===== src/rtl/fifo_ctrl_pkg.sv =====
// Shared constants and FSM state encoding for the character FIFO sequencer.
// Latency: n/a. Backpressure: n/a.
package fifo_ctrl_pkg;
  localparam int DATA_W = 4;
  localparam int DEPTH  = 256;
  localparam int CNT_W  = 9;

  localparam logic [CNT_W-1:0] CNT_FULL = CNT_W'(DEPTH);

  typedef enum logic [1:0] {
    IDLE    = 2'd0,
    READ    = 2'd1,
    LOAD    = 2'd2,
    PRESENT = 2'd3
  } state_t;
endpackage


===== src/rtl/fifo_occ_counter.sv =====
// Up/down occupancy counter (0..DEPTH) with synchronous clear.
// Latency: count updates on the edge after inc/dec/clr. Backpressure: none.
module fifo_occ_counter
  import fifo_ctrl_pkg::*;
(
  input  logic             clk,
  input  logic             rst,
  input  logic             inc,
  input  logic             dec,
  input  logic             clr,
  output logic [CNT_W-1:0] count
);

  logic [CNT_W-1:0] count_q, count_d;

  always_comb begin
    count_d = count_q;
    if (clr) begin
      count_d = '0;
    end else if (inc && (count_q != CNT_FULL)) begin
      count_d = count_q + 1'b1;
    end else if (dec && (count_q != '0)) begin
      count_d = count_q - 1'b1;
    end
  end

  always_ff @(posedge clk or negedge rst) begin
    if (!rst) begin
      count_q <= '0;
    end else begin
      count_q <= count_d;
    end
  end

  assign count = count_q;

  a_no_inc_and_dec: assert property (@(posedge clk) disable iff (!rst) !(inc && dec));

endmodule


===== src/rtl/fifo_ctrl.sv =====
// Keypad/backspace arbiter and drain sequencer for the 256-entry character FIFO; optional flush via FIFO_CTRL_FLUSH_EN.
// Latency: send at edge N gives out_valid from edge N+3; one character per 3 cycles when out_ready is held.
// Backpressure: PRESENT holds out_data until out_ready; key_ready drops when full or draining.
module fifo_ctrl
  import fifo_ctrl_pkg::*;
(
  input  logic              clk,
  input  logic              rst,
  input  logic              key_valid,
  input  logic [DATA_W-1:0] key_data,
  output logic              key_ready,
  input  logic              del_req,
  input  logic              send_req,
  output logic              out_valid,
  output logic [DATA_W-1:0] out_data,
  output logic              out_last,
  input  logic              out_ready,
  output logic              busy,
  output logic [CNT_W-1:0]  count,
  output logic              fifo_we,
  output logic [DATA_W-1:0] fifo_din,
  output logic              fifo_del,
  output logic              fifo_re,
`ifdef FIFO_CTRL_FLUSH_EN
  input  logic              flush_req,
  output logic              fifo_clr,
`endif
  input  logic [DATA_W-1:0] fifo_dout
);

  state_t            state_q, state_d;
  logic [DATA_W-1:0] out_data_q, out_data_d;
  logic              cnt_inc, cnt_dec, cnt_clr;
  logic              empty;

  fifo_occ_counter u_occ (
    .clk   (clk),
    .rst   (rst),
    .inc   (cnt_inc),
    .dec   (cnt_dec),
    .clr   (cnt_clr),
    .count (count)
  );

  assign empty = (count == '0);

  // Strobes are gated by rst so every output reads 0 while reset is held.
  always_comb begin
    state_d    = state_q;
    out_data_d = out_data_q;
    key_ready  = 1'b0;
    fifo_we    = 1'b0;
    fifo_del   = 1'b0;
    fifo_re    = 1'b0;
    out_valid  = 1'b0;
    out_last   = 1'b0;
    cnt_inc    = 1'b0;
    cnt_dec    = 1'b0;
    cnt_clr    = 1'b0;
`ifdef FIFO_CTRL_FLUSH_EN
    fifo_clr   = 1'b0;
`endif
    if (rst) begin
      case (state_q)
        IDLE: begin
`ifdef FIFO_CTRL_FLUSH_EN
          if (flush_req) begin
            fifo_clr = 1'b1;
            cnt_clr  = 1'b1;
          end else
`endif
          if (send_req && !empty) begin
            state_d = READ;
          end else if (del_req && !empty) begin
            fifo_del = 1'b1;
            cnt_dec  = 1'b1;
          end else begin
            key_ready = (count != CNT_FULL);
            if (key_valid && key_ready) begin
              fifo_we = 1'b1;
              cnt_inc = 1'b1;
            end
          end
        end
        READ: begin
          fifo_re = 1'b1;
          cnt_dec = 1'b1;
          state_d = LOAD;
        end
        LOAD: begin
          out_data_d = fifo_dout;
          state_d    = PRESENT;
        end
        PRESENT: begin
          out_valid = 1'b1;
          out_last  = empty;
          if (out_ready) begin
            state_d = empty ? IDLE : READ;
          end
        end
        default: state_d = IDLE;
      endcase
    end
  end

  always_ff @(posedge clk or negedge rst) begin
    if (!rst) begin
      state_q    <= IDLE;
      out_data_q <= '0;
    end else begin
      state_q    <= state_d;
      out_data_q <= out_data_d;
    end
  end

  assign fifo_din = fifo_we ? key_data : '0;
  assign out_data = out_data_q;
  assign busy     = (state_q != IDLE);

endmodule


===== config.mk =====
export PLATFORM = sky130hd
export DESIGN_NAME = fifo_ctrl
export DESIGN_NICKNAME = d
export VERILOG_FILES = /design/src/rtl/fifo_ctrl_pkg.sv /design/src/rtl/fifo_occ_counter.sv /design/src/rtl/fifo_ctrl.sv
export SDC_FILE = /design/constraint.sdc
export NUM_CORES = 1
export LEC_CHECK = 0
export BUFFER_PORTS_ARGS = -buffer_cell sky130_fd_sc_hd__buf_2
export CORE_MARGIN = 2
export CORE_UTILIZATION = 35
export DETAILED_ROUTE_END_ITERATION = 10
export GPL_TIMING_DRIVEN = 1
export HOLD_SLACK_MARGIN = 0.1
export PLACE_DENSITY = 0.59
export SYNTH_ARGS = -nofsm -noshare
export SYNTH_HDL_FRONTEND = slang
export SYNTH_HIERARCHICAL = 1
export SYNTH_SLANG_ARGS = --single-unit

===== constraint.sdc =====
create_clock -name clk -period 3.7 [get_ports clk]
set_input_delay 0.185 -clock clk [delete_from_list [all_inputs] [get_ports clk]]
set_output_delay 0.185 -clock clk [all_outputs]
set_load 0.01 [all_outputs]

==> results.ini, run 1 <==
[status]
run_status=finished clean

[floorplan]
die_height_um=65.01
die_area_um2=4226
core_region_area_um2=3606
top_level_pins=38
floorplan.initialDensity=0.3612
floorplan.rows=22
die-width_um=65.01

[place]
placed_standard_cell_area_um2=1550
place_hpwl_mm=2.265
io_buffer_count=37
gp_congestion=0.8511
dpl.cell_count=235

[critical_path]
timing.critical_path.cells=inv_1, ha_1, and3_1, nor2b_2, nand2_1, ha_1, a21oi_2, o21ai_1, or2_1, a31o_1, a2111oi_2
critical-path-slowest-cell=ha_1
worst_setup_path_start_kind=register
timing.critical_path.slowest_cell_delay_ns=0.46
critical_path_buffer_and_inverter_count=1
worst_ep_required_time_ns=3.84
rr_endpoint=u_occ/count[8]
critical_path_peak_fanout=9
worst_path_dominant_cell_family=simple AND/OR/NAND/NOR gates
reg2reg_depth=11
critical_path.endpoint_type=register
crit_end=u_occ/count[8]
ff2ff_setup_slack_ns=0.36
setup.worst_path.class=register to register
number_of_gates_on_the_worst_path_with_buffers_counted=11
critPathArrivalTime_ns=3.48
cell_occurring_most_often_along_the_worst_timing_path=ha_1
worst_r2r_startpoint=state_q[0]
setup.worst_path.start=state_q[0]

[cells_and_area]
fillers=347
fin_nets=220
final_cells=240
syn_to_final_growth_pct=23.73
post_route_cells_drive_above_1_share=0.3177
diodes=0
fin_area_um2=1612

[drt]
detail_route.wirelength_mm=2.932
antenna_viol_nets_final=0
drc=0
route.vias.total=1215
wl_per_cell_um=12.22
detail_route.first_pass.iterations=4
route.detailed.vias_per_inst=5.063
drt_first_iter_violations=61

[timing]
hold-worst-slack_ns=0.1683
grt_setup_unrepaired=no
maxSlewViolCount=0
finClkSkew_ns=0.003154
final_setup_vio_count=0
final_hold_viol_count=0
fmax_mhz=299.5
layout_worst_path_cycle_share=0.9023
final_period_minus_worst_setup_slack_ns=3.338
tns_ns=0

[logic_synthesis]
yosys.cell_types.count=50
ys_async_sr_fraction=1.000
seq_area_frac_synth=0.2882
postSynth.topFlopCell=dfrtp_1
ys_warn_count=6
mapped_area_um2=1302
netlist_top_cells_area=dfrtp_1 (29%), ha_1 (12%), nand2_1 (5.8%)
avgSynthCellArea_um2=8.683
yosys_register_bits=15
synth-edff-count=0
synth_cells=150
synth.largest_area_cell=dfrtp_1
yosysTopAreaCellShare=0.2882

[clock_network]
clockRootBuffer=clkbuf_8
clk_pin_slew_worst_paths_ns=0.06
setup_repair_bufs_after_cts=0
cts_tree=yes
cts_buffer_depth=2
cts_num_sinks=15
htreeDepth=1
total_cts_buffers=3
clkLatencyLatePin_ns=0.25

[global_route]
remaining_global_route_overflow=0
grt_pass1_wl_mm=4.926
grt_antenna_before_repair=0
vias_in_the_first_global_route=1114
grt_usage=0.1467
grt_start_max_net_pins=22

[run]
maxCapViolations=0

[worst_hold_path]
hold_class=input pin to register

## Yosys cell counts (all sizes together), types with 3 or more instances
master  instances
xor2            3
and3            3
ha             12
nor3            3
or4             3
nor2           14
and2            5
o21ai           4
mux2            5
nand3b          3
nand3           4
dfrtp          15
mux2i           4
inv             7
nand2          20
a21oi           8
nor4            4
## layout by cell type, fill, tap and decap left out, types with 4 or more instances in the layout
cell     count
dfrtp_1     15
nand2_1     20
and2_1       4
nand3_1      4
mux2i_1      4
ha_1        12
buf_2       37
nor2_1      14
a21oi_2      4
inv_1        6
mux2_2       5
a21oi_1      4
## cell families (layout without fill, tap and decap cells)
| group | Yosys count | after routing | share of synthesized area |
|---|---|---|---|
| XOR/XNOR | 5 | 5 | 0.03363 |
| multiplexers | 9 | 9 | 0.07397 |
| adder cells (fa/ha/maj) | 13 | 13 | 0.1306 |
| flip-flops | 15 | 15 | 0.2882 |
| buffers and inverters | 10 | 51 | 0.03265 |
| other | 1 | 2 | 0.002879 |
| AO/OA/AOI/OAI | 26 | 26 | 0.1441 |
| AND/OR/NAND/NOR | 71 | 71 | 0.2939 |
## worst min-delay path by stage
stage / endpoint / cells past startpoint / slack (ns) / start
CTS: out_data[2] / 2 / 0.16 / fifo_dout[2]
finish: out_data[3] / 2 / 0.17 / fifo_dout[3]
detailed placement: state_q[0] / 2 / 0.18 / rst
global route: out_data[2] / 2 / 0.16 / fifo_dout[2]
floorplan: out_data[0] / 0 / -0.11 / rst
global placement: state_q[0] / 2 / 0.17 / rst
## layout make-up
type	count	area (um^2)	area share
clock buffer	4	45.04	0.02795
timing repair buffer	40	210.2	0.1304
tap	48	60.06	0.03727
inverter	7	26.28	0.01630
multi-input combinational	126	894.6	0.5551
sequential	15	375.4	0.2329
## what timing repair did
action,4_1_cts,5_1_grt
hold endpoints to repair,15,0
setup endpoints to repair,0,2
gates resized for setup,0,2
hold buffers,1,0
## sequential cells by signal (all words and copies together) (netlist names)
signal	flops
u_occ/count	9
out_data	4
state_q	2
## worst reg2reg max path, cell delays in order, from the launching register on
cell       delay, ns
dfrtp_1         0.45
inv_1           0.11
ha_1            0.25
and3_1          0.27
nor2b_2         0.29
nand2_1         0.27
ha_1            0.47
a21oi_2         0.21
o21ai_1         0.11
or2_1           0.24
a31o_1          0.23
a2111oi_2       0.34
## layer usage
metal	vias to the layer above	track usage	routed length, um
li1	618	-	-
met1	562	0.1847	1389
met2	33	0.2526	1376
met3	2	0.04167	153
met4	0	0.02394	13
met5	-	0	0
## stage by stage
step	setup WS [ns]	util
2_1_floorplan	0.4110	-
3_3_place_gp	0.3048	0.4299
3_5_place_dp	0.1666	0.4299
4_1_cts	0.1580	0.4452
5_1_grt	0.06554	0.4469
6_report	0.3616	0.4469
Power of run 1 is left out: the tool's default activity adds up to more than one toggle a clock period on the data nets, which glitch-free logic cannot reach.
==> run 2: changes to the inputs <==
Settings changed: BUFFER_PORTS_ARGS -buffer_cell sky130_fd_sc_hd__buf_2 to default, DONT_BUFFER_PORTS from default to 1, PLACE_DENSITY 0.59 to 0.5.
==> results.ini, run 2 (synthesis gave the netlist of run 1 again) <==
[timing]
finClkSkew_ns=0.004810  ; +0.001657 ns
grt_setup_unrepaired=no
final_period_minus_worst_setup_slack_ns=3.317  ; -0.02181 ns
relSlewSlack=0.5181
maxSlewViolCount=0  ; unchanged
final_hold_viol_count=0  ; unchanged
worst-slew-pin-transition_ns=0.7205
tns_ns=0  ; unchanged
layout_worst_path_cycle_share=0.8964  ; -0.005894
final_setup_vio_count=0  ; unchanged
fmax_mhz=301.5  ; +0.66%

[clock_network]
clkLatencyLatePin_ns=0.25  ; about the same
total_cts_buffers=3  ; unchanged
cts_buffer_depth=2  ; unchanged
htreeDepth=1  ; unchanged
clk_pin_slew_worst_paths_ns=0.07  ; about the same
cts_num_sinks=15  ; unchanged
cts_tree=yes
clockRootBuffer=clkbuf_8

[drt]
route.vias.total=1080  ; -11%
drt_first_iter_violations=76  ; +25%
drc=0  ; unchanged
wl_per_cell_um=14.67  ; +20%
detail_route.wirelength_mm=3.051  ; +4.1%
antenna_viol_nets_final=0  ; unchanged
detail_route.first_pass.iterations=4  ; unchanged
route.detailed.vias_per_inst=5.192  ; +2.6%

[floorplan]
floorplan.rows=22  ; unchanged
floorplan.initialDensity=0.3612  ; unchanged
die_area_um2=4226  ; unchanged
top_level_pins=38  ; unchanged
die_height_um=65.01  ; unchanged
die-width_um=65.01  ; unchanged
core_region_area_um2=3606  ; unchanged

[cells_and_area]
fin_area_um2=1478  ; -8.3%
final_cell_mix=nand2_1 (20), dfrtp_1 (15), nor2_1 (14)
fin_nets=188  ; -15%
fillers=380  ; +9.5%
max_ffs_per_register=9  ; unchanged
diodes=0  ; unchanged
layout_commonest_cell=nand2_1
post_route_cells_drive_above_1_share=0.1500  ; -0.1677
syn_to_final_growth_pct=13.45

[global_route]
grt_antenna_before_repair=0  ; unchanged
grt_pass1_wl_mm=5.161  ; +4.8%
remaining_global_route_overflow=0  ; unchanged
vias_in_the_first_global_route=1108  ; -0.54%
grt_start_max_net_pins=16  ; -27%
grt_usage=0.1522  ; +0.005447

[critical_path]
worst_ep_required_time_ns=3.84  ; about the same
critical_path_peak_fanout=9  ; unchanged
critical_path.endpoint_type=register
critPathArrivalTime_ns=3.46  ; -0.02 ns
worst_setup_path_start_kind=register
setup.worst_path.class=register to register

[worst_hold_path]
hold_class=input pin to register

[place]
place_hpwl_mm=2.282  ; +0.75%
placed_standard_cell_area_um2=1365  ; -12%
gp_congestion=0.8316  ; -2.3%
io_buffer_count=0  ; -100%

[run]
maxCapViolations=0  ; unchanged

[status]
run_status=finished clean

run 2: cell types whose count changed in the layout (fill, tap and decap cells not counted):
| cell | before | now |
|---|---|---|
| buf_2 | 37 | 0 |
| dlygate4sd3_1 | 1 | 6 |
| clkinvlp_4 | 0 | 1 |
| nor2b_1 | 1 | 2 |
| nor2b_2 | 1 | 0 |
| clkbuf_1 | 1 | 0 |
run 2: cell type report:
type | count | area [um^2] | share of cell area
multi-input combinational | 126 | 892.1 | 0.6037
clock buffer | 3 | 41.29 | 0.02794
inverter | 7 | 26.28 | 0.01778
timing repair buffer | 8 | 75.07 | 0.05080
clock inverter | 1 | 7.507 | 0.005080
tap | 48 | 60.06 | 0.04064
sequential | 15 | 375.4 | 0.2540
run 2: critical path: stages, from the launching register on:
cell	delay, ns
dfrtp_1	0.49
nor4_2	0.32
nand2_1	0.15
a21oi_2	0.27
nor2b_1	0.10
nand2_1	0.28
inv_1	0.10
fa_1	0.40
nand3b_1	0.21
a21oi_1	0.23
nor3_1	0.11
a31o_1	0.20
a2111oi_2	0.34
run 2: stage by stage:
| step | hold slack, ns | worst slack [ns] | instances | util |
|---|---|---|---|---|
| 3_5_place_dp | -0.1102 | 0.2831 | 198 | 0.3786 |
| 5_1_grt | 0.1973 | 0.07613 | 208 | 0.4098 |
| 3_3_place_gp | -0.1102 | 0.4140 | 198 | 0.3786 |
| 2_1_floorplan | -0.1106 | 0.4110 | 151 | - |
| 4_1_cts | 0.1856 | 0.2386 | 208 | 0.4087 |
| 6_report | 0.1916 | 0.3834 | 208 | 0.4098 |
run 2: path summary, 6_finish.rpt:
check / slack [ns] / endpoint / cells past startpoint / startpoint
setup / recovery: 0.38 / u_occ/count[8] / 12 / u_occ/count[2]
hold / removal: 0.19 / state_q[1] / 3 / send_req
setup reg to reg: 0.38 / u_occ/count[8] / 12 / u_occ/count[2]
hold reg to reg: 0.58 / out_data[2] / 1 / out_data[2]
max in group asynchronous: 2.81 / u_occ/count[8] / 1 / rst
min in group asynchronous: 0.43 / out_data[2] / 1 / rst
run 2: layer usage:
metal / routed length (um) / up-vias / part of all wire / global-route usage
met1: 1503 / 503 / 0.49 / 0.2039
li1: - / 555 / - / -
met2: 1363 / 20 / 0.45 / 0.2474
met4: 14 / 0 / 0.0046 / 0.03191
met3: 169 / 2 / 0.055 / 0.03819
met5: 0 / - / 0 / 0
run 2: repair_timing:
item,in CTS,in global routing
hold buffers,6,0
setup buffers,0,0
setup endpoints to repair,0,1
resized for setup,0,1
endpoints found under the hold margin,20,0
Power of run 2 is left out for the same reason.
